## src/rtl/uart_arb_pkg.sv

```systemverilog
// Shared types and SLIP constants for the UART TX frame arbiter.
package uart_arb_pkg;

  typedef enum logic [2:0] {
    StIdle,
    StHdr,
    StData,
    StEsc2,
    StCsum,
    StEnd
  } state_e;

  localparam logic [7:0] SLIP_END = 8'hC0;
  localparam logic [7:0] SLIP_ESC = 8'hDB;
  localparam logic [7:0] ESC_END  = 8'hDC;
  localparam logic [7:0] ESC_ESC  = 8'hDD;
  localparam logic [3:0] HDR_TAG  = 4'hA;

  function automatic logic is_slip_special(input logic [7:0] b);
    return (b == SLIP_END) || (b == SLIP_ESC);
  endfunction

  // Second byte of the escape pair for a special byte.
  function automatic logic [7:0] slip_code(input logic [7:0] b);
    return (b == SLIP_END) ? ESC_END : ESC_ESC;
  endfunction

endpackage

```

## src/rtl/rr_arbiter.sv

```systemverilog
// Combinational round-robin pick: first set request searching upward from ptr_i, wrapping.
module rr_arbiter #(
  parameter int unsigned NCH  = 4,
  parameter int unsigned PtrW = (NCH > 1) ? $clog2(NCH) : 1
) (
  input  logic [NCH-1:0]  req_i,
  input  logic [PtrW-1:0] ptr_i,
  output logic [NCH-1:0]  grant_o,
  output logic [PtrW-1:0] idx_o
);

  logic            found;
  logic [PtrW-1:0] j;

  always_comb begin
    grant_o = '0;
    idx_o   = '0;
    found   = 1'b0;
    j       = '0;
    for (int unsigned k = 0; k < NCH; k++) begin
      j = PtrW'((32'(ptr_i) + k) % NCH);
      if (!found && req_i[j]) begin
        found      = 1'b1;
        grant_o[j] = 1'b1;
        idx_o      = j;
      end
    end
  end

endmodule

```

## src/rtl/uart_tx_arbiter.sv

```systemverilog
// Round-robin framer sharing one TX FIFO write port: header, SLIP-escaped payload, END byte.
// Define UART_TX_ARB_CHECKSUM_EN to append an escaped XOR checksum before END.
module uart_tx_arbiter
  import uart_arb_pkg::*;
#(
  parameter int unsigned NCH       = 4,
  parameter int unsigned MAX_BURST = 16
) (
  input  logic             CLK,
  input  logic             RESET,
  input  logic [NCH-1:0]   REQ_VALID,
  input  logic [NCH*8-1:0] REQ_DATA,
  input  logic [NCH-1:0]   REQ_LAST,
  output logic [NCH-1:0]   REQ_READY,
  output logic             FIFO_WREN,
  output logic [7:0]       FIFO_DOUT,
  input  logic             FIFO_FULL,
  output logic [NCH-1:0]   GRANT,
  output logic             BUSY
);

  localparam int unsigned PtrW = (NCH > 1) ? $clog2(NCH) : 1;

  state_e          state_q;
  state_e          esc_next_q;
  logic [PtrW-1:0] rr_ptr_q;
  logic [PtrW-1:0] g_q;
  logic [NCH-1:0]  grant_q;
  logic            busy_q;
  logic [7:0]      cnt_q;
  logic [7:0]      esc_q;
`ifdef UART_TX_ARB_CHECKSUM_EN
  logic [7:0]      csum_q;
`endif

  logic [NCH-1:0]  arb_grant;
  logic [PtrW-1:0] arb_idx;
  logic [7:0]      lane_bytes [NCH];
  logic [7:0]      lane_data;
  logic            lane_valid;
  logic            lane_last;
  logic            accept;
  logic            burst_end;
  logic [8:0]      cnt_inc;
  state_e          after_burst;

  rr_arbiter #(
    .NCH  (NCH),
    .PtrW (PtrW)
  ) u_rr (
    .req_i   (REQ_VALID),
    .ptr_i   (rr_ptr_q),
    .grant_o (arb_grant),
    .idx_o   (arb_idx)
  );

  for (genvar i = 0; i < NCH; i++) begin : g_lane
    assign lane_bytes[i] = REQ_DATA[8*i +: 8];
  end

  assign lane_data  = lane_bytes[g_q];
  assign lane_valid = REQ_VALID[g_q];
  assign lane_last  = REQ_LAST[g_q];
  assign cnt_inc    = {1'b0, cnt_q} + 9'd1;
  assign burst_end  = lane_last || (cnt_inc == 9'(MAX_BURST));

`ifdef UART_TX_ARB_CHECKSUM_EN
  assign after_burst = StCsum;
`else
  assign after_burst = StEnd;
`endif

  assign GRANT = grant_q;
  assign BUSY  = busy_q;

  always_comb begin
    FIFO_WREN = 1'b0;
    FIFO_DOUT = 8'h00;
    REQ_READY = '0;
    accept    = 1'b0;
    unique case (state_q)
      StHdr: begin
        FIFO_WREN = !FIFO_FULL;
        FIFO_DOUT = {HDR_TAG, 4'(g_q)};
      end
      StData: begin
        accept    = lane_valid && !FIFO_FULL;
        REQ_READY = grant_q & {NCH{accept}};
        FIFO_WREN = accept;
        FIFO_DOUT = is_slip_special(lane_data) ? SLIP_ESC : lane_data;
      end
      StEsc2: begin
        FIFO_WREN = !FIFO_FULL;
        FIFO_DOUT = esc_q;
      end
`ifdef UART_TX_ARB_CHECKSUM_EN
      StCsum: begin
        FIFO_WREN = !FIFO_FULL;
        FIFO_DOUT = is_slip_special(csum_q) ? SLIP_ESC : csum_q;
      end
`endif
      StEnd: begin
        FIFO_WREN = !FIFO_FULL;
        FIFO_DOUT = SLIP_END;
      end
      default: ;
    endcase
  end

  always_ff @(posedge CLK) begin
    if (RESET) begin
      state_q    <= StIdle;
      esc_next_q <= StIdle;
      rr_ptr_q   <= '0;
      g_q        <= '0;
      grant_q    <= '0;
      busy_q     <= 1'b0;
      cnt_q      <= '0;
      esc_q      <= '0;
`ifdef UART_TX_ARB_CHECKSUM_EN
      csum_q     <= '0;
`endif
    end else begin
      unique case (state_q)
        StIdle: begin
          if (|REQ_VALID) begin
            g_q     <= arb_idx;
            grant_q <= arb_grant;
            busy_q  <= 1'b1;
            cnt_q   <= '0;
            state_q <= StHdr;
          end
        end
        StHdr: begin
          if (!FIFO_FULL) begin
`ifdef UART_TX_ARB_CHECKSUM_EN
            csum_q  <= '0;
`endif
            state_q <= StData;
          end
        end
        StData: begin
          if (accept) begin
            cnt_q <= cnt_inc[7:0];
`ifdef UART_TX_ARB_CHECKSUM_EN
            csum_q <= csum_q ^ lane_data;
`endif
            if (is_slip_special(lane_data)) begin
              // Burst-end decision is parked until the second escape byte goes out.
              esc_q      <= slip_code(lane_data);
              esc_next_q <= burst_end ? after_burst : StData;
              state_q    <= StEsc2;
            end else begin
              state_q <= burst_end ? after_burst : StData;
            end
          end
        end
        StEsc2: begin
          if (!FIFO_FULL) state_q <= esc_next_q;
        end
        StCsum: begin
`ifdef UART_TX_ARB_CHECKSUM_EN
          if (!FIFO_FULL) begin
            if (is_slip_special(csum_q)) begin
              esc_q      <= slip_code(csum_q);
              esc_next_q <= StEnd;
              state_q    <= StEsc2;
            end else begin
              state_q <= StEnd;
            end
          end
`else
          state_q <= StIdle;
`endif
        end
        StEnd: begin
          if (!FIFO_FULL) begin
            rr_ptr_q <= (g_q == PtrW'(NCH - 1)) ? '0 : g_q + 1'b1;
            grant_q  <= '0;
            busy_q   <= 1'b0;
            state_q  <= StIdle;
          end
        end
        default: state_q <= StIdle;
      endcase
    end
  end

endmodule

```

## config.mk

```make
export PLATFORM = sky130hd
export DESIGN_NAME = uart_tx_arbiter
export DESIGN_NICKNAME = d
export VERILOG_FILES = /design/src/rtl/uart_arb_pkg.sv /design/src/rtl/rr_arbiter.sv /design/src/rtl/uart_tx_arbiter.sv
export SDC_FILE = /design/constraint.sdc
export NUM_CORES = 1
export LEC_CHECK = 0
export CAP_MARGIN = 20
export CORE_MARGIN = 5
export CORE_UTILIZATION = 49
export CTS_CLUSTER_DIAMETER = 40
export DETAILED_ROUTE_END_ITERATION = 8
export HOLD_SLACK_MARGIN = 0.08
export PLACE_DENSITY = 0.82
export SETUP_SLACK_MARGIN = 0.4
export SYNTH_ARGS = -nofsm -noshare
export SYNTH_HDL_FRONTEND = slang
export SYNTH_HIERARCHICAL = 1
export SYNTH_SLANG_ARGS = --single-unit
```

## constraint.sdc

```tcl
create_clock -name CLK -period 3.05 [get_ports CLK]
set_input_delay 0.61 -clock CLK [delete_from_list [all_inputs] [get_ports CLK]]
set_output_delay 0.61 -clock CLK [all_outputs]
set_load 0.01 [all_outputs]
```

Word level (Yosys, flattened, before mapping)
Index checks and enable logic that the tools add are counted.
{ "op_classes": {"eq_ne": 13, "bitwise": 6, "magnitude_cmp": 10, "mux": 58, "n_reduce_logical": 25, "add_sub_neg": 5} }
{ "ops": {"columns": ["operator", "n"], "rows": [
  ["8-bit 2-to-1 mux", 5],
  ["8-bit one-hot mux with 4 select lines", 1],
  ["4-bit 2-to-1 mux", 7],
  ["3-bit 2-to-1 mux", 7],
  ["1-bit 2-to-1 mux", 17],
  ["8-bit binary-select mux with 2-bit select", 1],
  ["8-bit equality test (second input constant)", 2],
  ["8-bit one-hot mux with 2 select lines", 1],
  ["2-bit by 3-bit < comparator with 1-bit output (second input constant)", 5],
  ["3-bit one-hot mux with 5 select lines", 1],
  ["1-bit binary-select mux with 2-bit select", 6],
  ["4-bit bitwise OR", 3],
  ["2-bit 2-to-1 mux", 5],
  ["2-bit inequality test (second input constant)", 5],
  ["8-bit by 1-bit adder with 9-bit output (second input constant)", 1],
  ["9-bit by 5-bit equality test with 1-bit output (second input constant)", 1],
  ["3-bit AND reduction", 3],
  ["1-bit demux with 2-bit select", 4],
  ["2-bit by 1-bit greater-or-equal comparator with 1-bit output (second input constant)", 4],
  ["1-bit logical AND", 8],
  ["4-bit one-hot mux with 2 select lines", 1],
  ["3-bit by 2-bit equality test with 1-bit output (second input constant)", 2],
  ["5-bit AND reduction", 1],
  ["2-bit by 1-bit adder with 2-bit output (second input constant)", 2],
  ["other kinds (16)", 24]
]} }
{ "word_totals": {"ff_bits": 31, "output_inout_bits": 18, "inputBits": 43, "word_cells": 125} }

Longest topological paths before layout
Gate-level depths: netlist of the first run.
{ "depth": {"ltp_word": 14, "ltp_mapped": 10, "ltp_nobuf": 8} }

Modules after synthesis
Netlist of the first run, hierarchy kept.
{ "by_module_without_submodules": {"columns": ["mod", "area_per_inst_um2", "instances", "cells_each", "seq_area_each_um2"], "rows": [
  ["uart_tx_arbiter", 1692.9, 1, 193, 480.5],
  ["rr_arbiter", 489.2, 1, 65, 0.0]
]} }

Worst setup path before layout of the first run
OpenSTA, ideal clock, no wires.
{ "synth_timing": {"path_kind": "input to output", "from": "input REQ_DATA[27]", "to": "output FIFO_DOUT[1]", "setup_slack_ps": 208, "required_time_ps": 2440, "arrival_ps": 2232, "path_stages": 5, "n_path_buf": 0, "cell_sequence": "mux4_2 or4_4 nor2_1 o21ai_0 a21oi_1"} }
{ "synth_between": {"elab_chain_cells": 7, "word_cells_on_any_way": 8, "classes_between": "eq/ne: 2; mux: 5; reduce/logical: 1"} }
{ "synth_lines": {"columns": ["item", "line", "rtl"], "rows": [
  ["from (decl)", "uart_tx_arbiter.sv:12", "input logic [NCH*8-1:0] REQ_DATA,"],
  ["8-bit binary-select mux with 2-bit select (*)", "uart_tx_arbiter.sv:61", "assign lane_data = lane_bytes[g_q];"],
  ["8-bit 2-to-1 mux (implied by the code) (*) (2 in a row)", "uart_tx_arbiter.sv:61", null],
  ["8-bit equality test", "uart_arb_pkg.sv:20", "return (b == SLIP_END) || (b == SLIP_ESC);"],
  ["1-bit logical OR (*)", "uart_arb_pkg.sv:20", null],
  ["8-bit 2-to-1 mux (*)", "uart_tx_arbiter.sv:90", "FIFO_DOUT = is_slip_special(lane_data) ? SLIP_ESC : lane_data;"],
  ["8-bit one-hot mux with 4 select lines (*)", "uart_tx_arbiter.sv:81", "unique case (state_q)"],
  ["to (decl)", "uart_tx_arbiter.sv:16", "output logic [7:0] FIFO_DOUT,"]
]} }
Every way passes the cells marked *; elsewhere a longest branch is shown, timed or not. The select of a mux whose other input is x is not followed.

Final worst setup path of the first run
{ "layout_timing": {"from": "input REQ_DATA[28]", "to": "output FIFO_DOUT[0]"} }
The elaborated chain is that of the path after synthesis.

==> out/results.ini, run 1 <==
[cts]
htreeDepth = 1
clk_latency_ns = 0.26
cts_sinks = 24
cts_buffers = 3
cts_root_buffer = clkbuf_8
cts_max_path_buffers = 2
cts_tree = yes
clkTransAtPathRegs_ns = 0.08

[yosys]
synthFlopType = dfxtp_1
synthXorXnorAreaFrac_pct = 0.803
synth_area_um2 = 2180
synth-adder-area-share_pct = 4.59
yosysSeqAreaShare_pct = 22.0
synth_top_family_by_area = simple AND/OR/NAND/NOR gates
synth-compound-area-share_pct = 23.3
synth_nets = 309
synth_seq_cells = 24
netlist_instances = 258
syn_area_per_cell_um2 = 8.46
synth.area.mux_share_pct = 18.3
synth_cell_types = 55
synth_edf_count = 0
yosysWarningCount = 6
synthArstFlopShare_pct = 0
synthSimpleGateAreaFrac_pct = 24.6

[routing]
wl_um = 6730
drtPass1Iterations = 5
routed-via-count = 2342
drc = 0
drtIter0Drc = 216
via_per_inst = 6.05
ant_nets = 0
wl_per_cell_um = 17.4

[sta]
finalSetupTns_ns = 0
maxSlewViolCount = 0
finClkSkew_ns = 0.00274
setup-violations-final = 0
relSlewSlack_pct = 48.4
rsz0062_at_grt = true
fmax_mhz = 338
hold_violations = 0
holdWs_ns = 0.488
tightest_slew_ns = 0.773
finalCriticalPeriod_ns = 2.96
period_share_pct = 96.9

[global_route]
grt_first_pass_wirelength_um = 10900
grt_pass1_vias = 2268
grt_use_total_pct = 22.0
grt.overflow.total = 0
antenna_found_initial = 0
grt_max_degree = 21

[worst_setup_path]
crit_required_ns = 2.44
cp.arrival_ns = 2.35
cp-start-kind = input pin
cp_max_fo = 5
endpoint_kind = output pin
critical_path_class = in2out
reg2reg_setup_slack_ns = 0.61

[die]
core_area_um2 = 4320
dieArea_um2 = 5890
rows = 24
io-pin-count = 61
start_util_pct = 50.5
die_height_um = 76.7
die_x_um = 76.7

[placement]
dpl.hpwl_um = 4790
port_buffers = 60
gp_congestion = 0.855

[finish]
area_growth_pct = 40.1
drive_above_1_share_pct = 26.0
nFillCells = 350
n_antenna_cell = 0
nNetsFinal = 387

[power_and_ir_drop]
pwr_density_cell_nw_per_um2 = 355
irDropWorstVdd_mv = 0.178
cellLeakagePower_uw = 0.00121

[min_path]
hold_class = reg2reg

[run_status]
status = complete, no violations

[job]
max_cap_violations = 0

## cells in the final DEF (no fill, tap or decap), types with 3 or more instances in the layout
master	instances
a211oi_1	4
a21oi_1	20
a221o_2	4
a31oi_1	4
and2_1	5
buf_2	14
buf_4	27
buf_6	6
clkbuf_8	3
clkdlybuf4s15_1	11
clkdlybuf4s50_1	22
dfxtp_1	23
dlygate4sd2_1	9
dlymetal6s2s_1	4
ha_1	8
inv_1	7
mux2i_1	8
mux4_2	12
nand2_1	26
nand2b_1	6
nand3_1	6
nor2_1	20
nor2b_1	3
nor3_1	5
o21ai_0	16
o31a_1	3
or2_2	3
or3_1	3
## worst max-delay path, cell delays in order
cell and delay, ns:
clkdlybuf4s15_1 0.18, mux4_2 0.50, or4_4 0.52, nor2_4 0.17, o21a_1 0.14, o21a_1 0.10, buf_2 0.13
## repair_timing
| action | 4_1_cts | 5_1_grt |
|---|---|---|
| buffers inserted | 8 | 1 |
| pin swaps | 10 | 4 |
| hold buffers | 0 | 0 |
| setup endpoints to repair | 14 | 13 |
| resized for setup | 97 | 11 |
## worst paths after layout
path / start / endpoint / cells after the start
worst max-delay path: REQ_DATA[28] / FIFO_DOUT[0] / 7
worst min-delay path: GRANT[3] / GRANT[3] / 2
worst max register to register: g_q[0] / esc_next_q[1] / 8
worst min register to register: GRANT[3] / GRANT[3] / 2
## through the flow
| step | worst slack (ns) | total power [uW] | cells | area [um2] | utilization [%] |
|---|---|---|---|---|---|
| 2_1_floorplan | 0.347 | 585 | 258 | 2190 | - |
| 3_3_place_gp | -0.530 | 772 | 373 | 2930 | 67.9 |
| 3_5_place_dp | -0.562 | 780 | 373 | 2930 | 67.9 |
| 4_1_cts | 0.114 | 1070 | 385 | 3020 | 69.9 |
| 5_1_grt | 0.0354 | 1130 | 387 | 3060 | 70.7 |
| 6_report | 0.0938 | 1080 | 387 | 3060 | 70.7 |
## area by class of cell
type | instances | area [um2] | area share [%]
inverter | 7 | 26.3 | 0.860
clock buffer | 3 | 41.3 | 1.35
sequential | 24 | 484 | 15.8
timing repair buffer | 95 | 825 | 27.0
clock inverter | 1 | 30.0 | 0.982
tap | 52 | 65.1 | 2.13
multi-input combinational | 205 | 1590 | 51.9
## Yosys cell counts, types with 3 or more instances
master,number,area share (%)
a211oi_1,4,1.4
a21oi_1,21,4.8
a221o_2,4,2.1
a31oi_1,4,1.1
and2_1,5,1.4
buf_1,3,0.52
buf_2,4,0.92
buf_6,3,1.5
clkbuf_1,9,1.5
clkbuf_2,3,0.69
dfxtp_1,24,22
ha_1,8,4.6
inv_1,7,1.2
mux2i_1,8,3.7
mux4_1,7,8.4
mux4_2,6,6.2
nand2_1,27,4.6
nand2b_1,6,1.7
nand3_1,6,1.4
nor2_1,21,3.6
nor2b_1,3,0.86
nor3_1,6,1.4
o21ai_0,17,3.9
o31a_1,3,1.2
or2_2,3,0.86
or3_1,3,0.86
## sequential cells by signal (all words and copies together) (netlist names)
register / cells
BUSY: 1
esc_q: 2
esc_next_q: 2
cnt_q: 8
rr_ptr_q: 2
GRANT: 4
g_q: 2
state_q: 3
## cell families after synthesis
family,count (synthesis)
compound gates,74
xor+xnor,2
fa+ha+maj,8
buf+inv,29
flops,24
mux,21
simple gates,100
## where the power goes
group,internal [uW],leakage [uW],switching [uW]
clock,175,0.0000357,101
sequential,330,0.000195,34.5
combinational,231,0.000976,213
## per-layer routing
metal / part of all wire, % / track usage (%) / up-vias
met5: 0 / 0 / -
met2: 51 / 39.1 / 95
met4: 2.1 / 5.07 / 0
met1: 42 / 27.3 / 1107
li1: - / - / 1120
met3: 4.9 / 3.75 / 20
(Power assumes the default switching activity.)
==> run 2, diff against run 1 <==
- SETUP_SLACK_MARGIN: 0.4 -> unset
==> out/results.ini, run 2 (synthesis results as in run 1) <==
[routing]
ant_nets = 0  ; unchanged
routed-via-count = 2308  ; -1.5%
wl_um = 6270  ; -6.7%
drtPass1Iterations = 5  ; unchanged
drc = 0  ; unchanged
wl_per_cell_um = 16.3  ; -6.2%
drtIter0Drc = 284  ; +31%
via_per_inst = 5.99  ; -0.94%

[global_route]
antenna_found_initial = 0  ; unchanged
grt_first_pass_wirelength_um = 10300  ; -5.7%
grt_max_degree = 21  ; unchanged
grt_use_total_pct = 20.6  ; -1.3 points
grt.overflow.total = 0  ; unchanged
grt_pass1_vias = 2076  ; -8.5%

[finish]
area_growth_pct = 39.0
largest_reg_flops = 8  ; unchanged
final-instance-count-excl-fill = 385  ; -0.52%
drive_above_1_share_pct = 21.3  ; -4.6 points
final_common_cell = clkdlybuf4s50_1
stdcell_area_um2 = 3030  ; -0.78%
largest-register = cnt_q
n_antenna_cell = 0  ; unchanged
nNetsFinal = 385  ; -0.52%
final_cell_mix = clkdlybuf4s50_1 (36), buf_4 (33), nand2_1 (26)

[die]
die_height_um = 76.7  ; unchanged
core_area_um2 = 4320  ; unchanged
dieArea_um2 = 5890  ; unchanged
start_util_pct = 50.5  ; unchanged
io-pin-count = 61  ; unchanged
die_x_um = 76.7  ; unchanged
rows = 24  ; unchanged

[cts]
holdBufCountCts = 0  ; unchanged
clk_latency_ns = 0.27  ; about the same
htreeDepth = 1  ; unchanged
cts_buffers = 3  ; unchanged
cts_sinks = 24  ; unchanged
clkTransAtPathRegs_ns = 0.08  ; about the same
cts_max_path_buffers = 2  ; unchanged
cts_root_buffer = clkbuf_8
cts_tree = yes

[sta]
tightest_slew_ns = 0.753  ; -0.0193 ns
hold_violations = 0  ; unchanged
finalCriticalPeriod_ns = 3.02  ; +0.0601 ns
fmax_mhz = 332  ; -2.0%
worst_slack_ns = 0.0338  ; -0.0601 ns
finClkSkew_ns = 0.00430  ; +0.00156 ns
maxSlewViolCount = 0  ; unchanged
holdWs_ns = 0.490  ; +0.00150 ns
setup-violations-final = 0  ; unchanged
period_share_pct = 98.9  ; +2.0 points
relSlewSlack_pct = 49.7  ; +1.3 points

[run_status]
status = complete, no violations

[worst_setup_path]
cp_max_fo = 4  ; -1
cp-start-kind = input pin
endpoint_kind = output pin
critical_path_class = in2out
cp.arrival_ns = 2.41  ; +0.06 ns
crit_required_ns = 2.44  ; about the same

[power_and_ir_drop]
power_uw = 1000  ; -7.4%
cellLeakagePower_uw = 0.00119  ; -1.1%
pwr_density_cell_nw_per_um2 = 331  ; -6.7%
irDropWorstVdd_mv = 0.149  ; -16%

[placement]
dpl.hpwl_um = 4790  ; about the same
place_area_um2 = 2940  ; +0.34%
dpl_worst_slack_ns = -0.647  ; -0.0854 ns
dp_cells = 376  ; +0.80%
port_buffers = 60  ; unchanged
gp_congestion = 0.866  ; +1.3%

[min_path]
hold_class = reg2reg

[job]
max_cap_violations = 0  ; unchanged

run 2: changes by cell type in the layout (fill, tap and decap cells not counted), sizes merged:
cell | before | now
buf | 48 | 37
dlymetal6s2s | 4 | 3
dlygate4sd2 | 9 | 17
clkdlybuf4s50 | 22 | 36
clkdlybuf4s15 | 11 | 0
bufinv | 1 | 0
run 2: metrics by stage:
stage,setup TNS [ns],util [%]
final,0,70.1
after floorplan,0,-
after global placement,-2.83,68.1
after global routing,-0.00302,70.1
after CTS,0,69.0
after detailed placement,-3.06,68.1
run 2: where the power goes:
part | internal (uW) | switching (uW)
Combinational | 227 | 196
Sequential | 330 | 33.4
Clock | 115 | 103
Total | 672 | 332
run 2: final timing paths:
check	slack [ns]	cells after the start	end	start
hold / removal	0.49	2	GRANT[2]	GRANT[2]
setup / recovery	0.03	7	FIFO_DOUT[0]	REQ_DATA[3]
hold reg to reg	0.49	2	GRANT[2]	GRANT[2]
setup reg to reg	0.61	8	esc_next_q[1]	g_q[0]
run 2: per-layer routing:
| metal | global-route usage (%) | up-vias | wire, um | share of wire [%] |
|---|---|---|---|---|
| met5 | 0 | - | 0 | 0 |
| met4 | 2.27 | 0 | 19 | 0.30 |
| met2 | 34.8 | 68 | 3150 | 50 |
| met3 | 3.16 | 2 | 311 | 5.0 |
| met1 | 28.6 | 1116 | 2790 | 45 |
| li1 | - | 1122 | - | - |
run 2: worst max-delay path: stages:
cell and delay, ns:
dlygate4sd2_1 0.24, mux4_2 0.47, or4_4 0.58, nor2_4 0.13, o21a_1 0.14, o21a_1 0.11, buf_2 0.13
run 2: repair_timing:
item,4_1_cts,5_1_grt
hold endpoints to repair,0,0
pin swaps,3,4
resized for setup,40,8
buffers inserted,2,3
setup endpoints to repair,10,9
cloned,0,0
run 2: cell type report:
type / count / area [um2]
timing repair buffer: 93 / 815
inverter: 7 / 26.3
multi-input combinational: 205 / 1590
fill: 355 / 1290
tap: 52 / 65.1
clock buffer: 4 / 55.1
sequential: 24 / 484
==> run 3, diff against run 2 <==
- CORE_UTILIZATION: 49 -> 45
- PLACE_DENSITY: 0.82 -> 0.76
- SKIP_CTS_REPAIR_TIMING: unset -> 1
==> out/results.ini, run 3 (synthesis results as in run 1) <==
[cts]
cts_max_path_buffers = 2  ; unchanged
cts_root_buffer = clkbuf_8
cts_buffers = 3  ; unchanged
cts_sinks = 24  ; unchanged
htreeDepth = 1  ; unchanged
clk_latency_ns = 0.27  ; about the same
cts_tree = yes
clkTransAtPathRegs_ns = 0.09  ; about the same

[worst_setup_path]
cp_common_cell = clkdlybuf4s50_1
cpPeakStageDelay_ns = 0.53  ; -0.05 ns
path_cells = clkdlybuf4s50_1 > mux4_2 > nand2_2 > nor3_4 > and2_1 > clkdlybuf4s50_1
cp.arrival_ns = 2.41  ; about the same
endpoint_kind = output pin
cp_num_buf_inv = 2  ; unchanged
cp_num_cells = 6  ; -1
crit_start = REQ_VALID[3]
crit_required_ns = 2.44  ; about the same
worst_path_dominant_cell_family = buffers and inverters
slowest_stage = mux4_2
r2r_start = g_q[0]
cp-start-kind = input pin
critical_path_class = in2out
r2r.worst_path.cells = 8  ; unchanged
cp_max_fo = 5  ; +1

[die]
die_height_um = 79.6  ; +3.8%
dieArea_um2 = 6340  ; +7.7%
die_x_um = 79.6  ; +3.8%
start_util_pct = 46.2  ; -4.3 points
rows = 25  ; +4.2%
io-pin-count = 61  ; unchanged
core_area_um2 = 4720  ; +9.2%

[finish]
largest_reg_flops = 8  ; unchanged
final_common_cell = clkdlybuf4s50_1
final_cell_mix = clkdlybuf4s50_1 (35), buf_4 (31), nand2_1 (26)
stdcell_area_um2 = 3140  ; +3.6%
utilization_pct = 66.5  ; -3.6 points
nNetsFinal = 385  ; unchanged
largest-register = cnt_q
drive_above_1_share_pct = 21.9  ; +0.60 points
area_growth_pct = 44.0

[power_and_ir_drop]
combPwrFrac_pct = 40.7  ; -1.4 points
switching_power_uw = 335  ; +0.74%
cellLeakagePower_uw = 0.00136  ; +14%
pwr-share-clk_pct = 25.9  ; +4.2 points
switching_share_pct = 31.0  ; -2.1 points
p_int_uw = 744  ; +11%
p_seq_share_pct = 33.5  ; -2.7 points
irDropWorstVdd_mv = 0.222  ; +49%
pwr_density_cell_nw_per_um2 = 343  ; +3.6%

[min_path]
worstHoldStart = GRANT[1]
whs_path_depth = 2  ; unchanged
hold_class = reg2reg

[routing]
routed-via-count = 2282  ; -1.1%
ant_nets = 0  ; unchanged
wl_um = 6570  ; +4.6%
wl_per_cell_um = 16.4  ; +0.46%
drc = 0  ; unchanged
drtPass1Iterations = 4  ; -1
via_per_inst = 5.69  ; -5.1%
drtIter0Drc = 193  ; -32%

[job]
max_cap_violations = 0  ; unchanged

[global_route]
grt_use_total_pct = 20.2  ; -0.40 points
grt_first_pass_wirelength_um = 10400  ; +1.3%
grt_pass1_vias = 2224  ; +7.1%
grt.overflow.total = 0  ; unchanged
antenna_found_initial = 1  ; +1
grt_max_degree = 21  ; unchanged

[sta]
finalCriticalPeriod_ns = 3.02  ; +0.00153 ns
period_share_pct = 98.9  ; about the same
hold_violations = 0  ; unchanged
holdWs_ns = 0.482  ; -0.00759 ns
tightest_slew_ns = 0.722  ; -0.0315 ns
rsz0062_at_grt = true
setup-violations-final = 0  ; unchanged
fmax_mhz = 331  ; about the same
relSlewSlack_pct = 51.8  ; +2.1 points
maxSlewViolCount = 0  ; unchanged
worst_slack_ns = 0.0322  ; -0.00153 ns
finClkSkew_ns = 0.00438  ; +0.0000856 ns

[placement]
port_buffers = 60  ; unchanged
dpl_worst_slack_ns = -0.670  ; -0.0225 ns
place_area_um2 = 2990  ; +1.6%
gp_congestion = 0.846  ; -2.3%
dpl.hpwl_um = 4950  ; +3.2%

[run_status]
status = complete, no violations

## run 3: layout make-up
class                      instances  area (um2)
antenna                            1        2.50
clock buffer                       3        41.3
clock inverter                     1        30.0
fill                             388        1580
inverter                           7        26.3
multi-input combinational        205        1580
sequential                        24         482
tap                               67        83.8
timing repair buffer              93         897
## run 3: routing by layer
| layer | routed length, um | GRT usage, % | vias to the layer above |
|---|---|---|---|
| met5 | 0 | 0 | - |
| met4 | 49 | 2.06 | 0 |
| met3 | 241 | 2.60 | 4 |
| met2 | 3460 | 37.1 | 47 |
| met1 | 2820 | 25.9 | 1112 |
| li1 | - | - | 1119 |
## run 3: final timing paths
path / to / slack, ns
max: REQ_READY[3] / 0.03
min: GRANT[1] / 0.48
max reg2reg: esc_next_q[1] / 0.59
min reg2reg: GRANT[1] / 0.48
## run 3: stage by stage
| step | total power [uW] | instances | TNS [ns] |
|---|---|---|---|
| after floorplan | 583 | 258 | 0 |
| after global placement | 788 | 393 | -2.93 |
| after detailed placement | 796 | 393 | -3.34 |
| after CTS | 1070 | 397 | -3.35 |
| after global routing | 1130 | 401 | -0.0299 |
| final | 1080 | 401 | 0 |
## run 3: worst min-delay path: stages, from the launching register on
cell and delay (ns):
dfxtp_1 0.32, nand3_1 0.06, a21oi_1 0.06
## run 3: power by group through the flow
| stage | Clock [uW] | Combinational, uW | Sequential (uW) |
|---|---|---|---|
| floorplan | 0 | 233 | 350 |
| global placement | 0 | 423 | 366 |
| detailed placement | 0 | 431 | 366 |
| CTS | 281 | 431 | 359 |
| global route | 293 | 473 | 366 |
| finish | 279 | 438 | 361 |
